## src/rtl/dm_access_unit.sv

```systemverilog
// Sub-word access controller in front of a word-only data memory.
// SW goes straight through, SH/SB become read-modify-write, loads are extended and registered.
module dm_access_unit #(
  parameter int ADDR_W = 32
) (
  input  logic              clk,
  input  logic              reset,
  input  logic              req_valid,
  input  logic [2:0]        op,
  input  logic [ADDR_W-1:0] addr,
  input  logic [31:0]       wdata,
  input  logic [31:0]       req_pc,
  output logic              stall,
  output logic [31:0]       load_data,
  output logic              load_valid,
  output logic              exc,
  output logic [ADDR_W-1:0] exc_addr,
  output logic [ADDR_W-1:0] dm_add,
  output logic [31:0]       dm_data,
  output logic              dm_memW,
  output logic              dm_memR,
  output logic [31:0]       dm_pc,
  input  logic [31:0]       dm_rdata
);

  localparam logic [2:0] OP_LW = 3'd0, OP_LH = 3'd1, OP_LHU = 3'd2, OP_LB = 3'd3,
                         OP_LBU = 3'd4, OP_SW = 3'd5, OP_SH = 3'd6, OP_SB = 3'd7;
  localparam logic IDLE  = 1'b0;
  localparam logic WRITE = 1'b1;

  logic              state;
  logic [31:0]       merged;
  logic [ADDR_W-1:0] wr_add;
  logic [31:0]       wr_pc;

  logic              mis, is_load, is_rmw, acc;
  logic [ADDR_W-1:0] word_add;
  logic [31:0]       merge_w, ext;
  logic [7:0]        lb;
  logic [15:0]       lh;

  always_comb begin
    mis = 1'b0;
    case (op)
      OP_LW, OP_SW:         mis = (addr[1:0] != 2'b00);
      OP_LH, OP_LHU, OP_SH: mis = addr[0];
      default:              mis = 1'b0;
    endcase
  end

  assign is_load  = (op <= OP_LBU);
  assign is_rmw   = (op == OP_SH) || (op == OP_SB);
  assign acc      = (state == IDLE) && req_valid && !mis;
  assign word_add = {addr[ADDR_W-1:2], 2'b00};

  // Lane replacement for the RMW write word, little-endian lanes.
  always_comb begin
    merge_w = dm_rdata;
    if (op == OP_SB)
      merge_w[{addr[1:0], 3'b000} +: 8] = wdata[7:0];
    else
      merge_w[{addr[1], 4'b0000} +: 16] = wdata[15:0];
  end

  always_comb begin
    lb  = dm_rdata[{addr[1:0], 3'b000} +: 8];
    lh  = addr[1] ? dm_rdata[31:16] : dm_rdata[15:0];
    ext = dm_rdata;
    case (op)
      OP_LH:   ext = {{16{lh[15]}}, lh};
      OP_LHU:  ext = {16'h0000, lh};
      OP_LB:   ext = {{24{lb[7]}}, lb};
      OP_LBU:  ext = {24'h000000, lb};
      default: ext = dm_rdata;
    endcase
  end

  assign dm_add  = (state == WRITE) ? wr_add : word_add;
  assign dm_data = (state == WRITE) ? merged : wdata;
  assign dm_pc   = (state == WRITE) ? wr_pc  : req_pc;
  // Memory strobes are gated by reset so an in-flight write is dropped at once.
  assign dm_memW = reset && ((state == WRITE) || (acc && op == OP_SW));
  assign dm_memR = reset && acc && (is_load || is_rmw);
  assign stall   = reset && acc && is_rmw;

  always_ff @(posedge clk or negedge reset) begin
    if (!reset) begin
      state      <= IDLE;
      merged     <= '0;
      wr_add     <= '0;
      wr_pc      <= '0;
      load_data  <= '0;
      load_valid <= 1'b0;
      exc        <= 1'b0;
      exc_addr   <= '0;
    end else begin
      load_valid <= acc && is_load;
      exc        <= (state == IDLE) && req_valid && mis;
      if (acc && is_load)
        load_data <= ext;
      if ((state == IDLE) && req_valid && mis)
        exc_addr <= addr;
      if (state == WRITE) begin
        state <= IDLE;
      end else if (acc && is_rmw) begin
        merged <= merge_w;
        wr_add <= word_add;
        wr_pc  <= req_pc;
        state  <= WRITE;
      end
    end
  end

endmodule

```

## config.mk

```make
export PLATFORM = sky130hd
export DESIGN_NAME = dm_access_unit
export DESIGN_NICKNAME = d
export VERILOG_FILES = /design/src/rtl/dm_access_unit.sv
export SDC_FILE = /design/constraint.sdc
export NUM_CORES = 1
export LEC_CHECK = 0
export CAP_MARGIN = 25
export CORE_AREA = 2 2 153 170
export CTS_BUF_LIST = sky130_fd_sc_hd__clkbuf_8
export DETAILED_ROUTE_END_ITERATION = 6
export DIE_AREA = 0 0 155 172
export GPL_ROUTABILITY_DRIVEN = 0
export GPL_TIMING_DRIVEN = 1
export MAX_ROUTING_LAYER = met4
export SKIP_LAST_GASP = 1
export SLEW_MARGIN = 20
export SYNTH_ARGS = -nofsm -noshare
export SYNTH_HDL_FRONTEND = slang
export SYNTH_SLANG_ARGS = --single-unit
```

## constraint.sdc

```tcl
create_clock -name clk -period 3.2 [get_ports clk]
set_input_delay 0.32 -clock clk [delete_from_list [all_inputs] [get_ports clk]]
set_output_delay 0.32 -clock clk [all_outputs]
set_load 0.02 [all_outputs]
```

==> impl_metrics.yaml <==
run_status:
  status: "completed"
layout:
  postLayoutCellArea_um2: 12400
  final_nets: 1280
  final_layout_size_suffix_gt1_share_pct: 19.0
  syn2layout_area_growth_pct: 42.8
pwr:
  p_leak_nw: 5.36
  p_sw_share_pct: 34.7
  powerDensity_nw_per_um2: 514
  power_frac_clock_pct: 23.1
  power_frac_seq_pct: 42.7
  p_comb_share_pct: 34.2
  p_int_mw: 4.15
  p_sw_mw: 2.20
  power_mw: 6.35
  ir_drop_v: 0.000259
sta:
  tns_ns: 0
  maxSlewHeadroom_pct: 37.4
  tightest_slew_ns: 0.936
  finalClockSkew_ns: 0.0111
  finalMaxSlewViolations: 0
  post-route-period-util_pct: 94.5
  layout_min_cycle_time_ns: 3.02
  setup_violations: 0
  rsz0062_at_grt: "no"
  timing.fmax_ghz: 0.331
  hold_viol: 0
setup_path:
  critPathArrivalTime_ns: 2.70
  path_common_cell: "clkdlybuf4s50_1"
  critical_path_class: "input port to output port"
  crit_slowest_cell: "clkdlybuf4s50_1"
  critPathRequiredTime_ns: 2.88
  end_kind: "output port"
  path_max_fanout: 3
  slowest_delay_ns: 0.60
  startpoint_type: "input port"
  crit_chain: "clkdlybuf4s50_1 -> inv_1 -> ha_1 -> nand2_1 -> a31o_2 -> a2111o_1 -> nor3_1 -> o21a_1 -> clkdlybuf4s50_1"
detailed_routing:
  wl_per_cell_um: 18.8
  wl_met2_mm: 13.6
  drt-met1-wl_mm: 12.0
  drtAntennaViolNets: 0
  wl_met3_mm: 1.79
  firstDrtPassIters: 5
  routed.top_layer: "met4"
  avgViaCountPerCell: 5.11
  drcViolationCount: 0
  wl_mm: 27.7
  drt_iter0_drc: 379
  via_count: 7505
synthesis:
  yosys_warnings: 0
  ys_ff_latch: 161
  netlist_area_um2: 8650
  synth_edf_count: 0
  synth_ff_type: "dfrtp_1"
  synth_top_area_cell: "dfrtp_1"
  syn_avg_cell_area_um2: 10.1
  synth_top_area_share_pct: 46.6
  yosysMostFrequentCell: "nand2_1"
  synthTopCellsByArea: "dfrtp_1 (47%), mux2_2 (17%), nand2_1 (9.8%)"
  synthCells: 855
  async_flop_share_pct: 100
  yosys.cell_types.count: 61
  ys_top_cells_by_count: "nand2_1 (225), dfrtp_1 (161), mux2_2 (133)"
  seq_area_frac_synth_pct: 46.6
die:
  rows: 61
  initial_core_util_pct: 34.7
  ios: 299
  fp.dieH_um: 172
  core_um2: 25000
  die_w_um: 155
  dieArea_um2: 26700
global_route:
  grt_pass1_vias: 6982
  grt_max_degree: 73
  grt_overflow: 0
  grt_first_pass_wirelength_mm: 41.4
  grt_usage_pct: 20.8
  antenna_found_initial: 1
clock_tree:
  h-tree-depth: 4
  clock-sinks: 161
  clock_latency_ns: 0.46
  root_buffer: "clkbuf_8"
  post-cts-setup-buffers: 0
  cts.clk_slew.worst_paths_ns: 0.09
  cts_tree: "done"
  cts_max_path_buffers: 2
  numCtsBuffers: 17
placed_design:
  place_area_um2: 12000
  port_buffers: 296
  dp_hpwl_mm: 20.3
flow_run:
  maxCapViolations: 0
worst_hold_path:
  holdCritPathClass: "input port to asynchronous set/reset pin"
-- layout by cell type (no fill, tap or decap), types with 8 or more instances in the layout --
| cell type | netlist | final |
|---|---|---|
| a211oi_1 | 17 | 17 |
| nor2_1 | 28 | 28 |
| clkbuf_8 | 0 | 17 |
| dfrtp_1 | 161 | 160 |
| mux2_2 | 133 | 133 |
| buf_4 | 4 | 25 |
| o22a_1 | 8 | 8 |
| o21ai_0 | 31 | 31 |
| a221oi_1 | 14 | 14 |
| a22oi_1 | 16 | 16 |
| a21o_1 | 18 | 18 |
| nand2_1 | 225 | 225 |
| mux2i_1 | 13 | 13 |
| inv_1 | 7 | 8 |
| clkdlybuf4s50_1 | 0 | 294 |
| a21oi_1 | 24 | 24 |
-- per-stage QoR --
step                util [%]  instances  hold WS [ns]  worst slack [ns]
floorplan                  -        856        0.0244             0.524
global placement        48.0       1436         0.245             0.210
global route            49.5       1470         0.305            0.0646
CTS                     49.5       1469         0.304             0.171
finish                  49.5       1470         0.327             0.176
detailed placement      48.0       1436         0.249             0.182
-- what timing repair did --
item	in CTS	in global routing
hold endpoints to repair	27	0
resized for setup	0	0
hold buffers	1	0
-- power groups by stage --
| stage | sequential [mW] | combinational (mW) | clock (mW) |
|---|---|---|---|
| 5_1_grt | 2.77 | 2.33 | 1.61 |
| 6_report | 2.71 | 2.17 | 1.46 |
| 2_1_floorplan | 2.95 | 0.879 | 0 |
| 4_1_cts | 2.72 | 2.19 | 1.53 |
| 3_3_place_gp | 2.75 | 2.17 | 0 |
| 3_5_place_dp | 2.75 | 2.18 | 0 |
-- critical path: cells and delay by family --
| kind | cells | cell delay [ns] |
|---|---|---|
| AO/OA/AOI/OAI | 3 | 0.82 |
| adder cells (fa/ha/maj) | 1 | 0.20 |
| buffers and inverters | 3 | 1.12 |
| AND/OR/NAND/NOR | 2 | 0.25 |
-- area by class of cell --
cell class / instances / area [um2]
diodes: 1 / 2.50
clock buffers: 17 / 234
clock inverters: 15 / 143
fillers: 2311 / 12600
inverters: 9 / 33.8
multi-input cells: 626 / 4280
flip-flops and latches: 161 / 4030
well taps: 315 / 394
repair buffers: 326 / 3240
-- routing by layer --
| layer | track usage (%) | up-vias |
|---|---|---|
| met5 | - | - |
| met4 | 4.63 | 0 |
| met3 | 4.74 | 20 |
| met2 | 33.8 | 278 |
| met1 | 26.7 | 3610 |
| li1 | - | 3597 |
-- worst paths after layout --
path                       depth (start not counted)  slack [ns]                        end              startpoint
setup / recovery                                   9        0.18                    dm_memW                 addr[0]
hold / removal                                     2        0.33      wr_pc[10]$_DFFE_PN0P_                   reset
setup reg to reg                                   5        1.11  load_data[17]$_DFFE_PN0P_         state$_DFF_PN0_
hold reg to reg                                    2        0.48     wr_add[31]$_DFFE_PN0P_  wr_add[31]$_DFFE_PN0P_
max in group asynchronous                          4        1.46     wr_add[12]$_DFFE_PN0P_                   reset
min in group clk                                   3        0.41      wr_pc[20]$_DFFE_PN0P_              req_pc[20]
-- registers in the layout (all words and copies together), names as in the netlist --
name and cells:
exc 1, exc_addr 32, load_data 32, load_valid 1, merged 32, state 1, wr_add 30, wr_pc 32
-- cells by family after synthesis --
family	Yosys count	synth area share, %
adder cells (fa/ha/maj)	5	0.723
AND/OR/NAND/NOR	291	14.2
other	1	0.0433
buffers and inverters	69	4.22
multiplexers	151	19.5
flip-flops	161	46.6
XOR/XNOR	1	0.101
AO/OA/AOI/OAI	176	14.7
(Power assumes the default switching activity.)
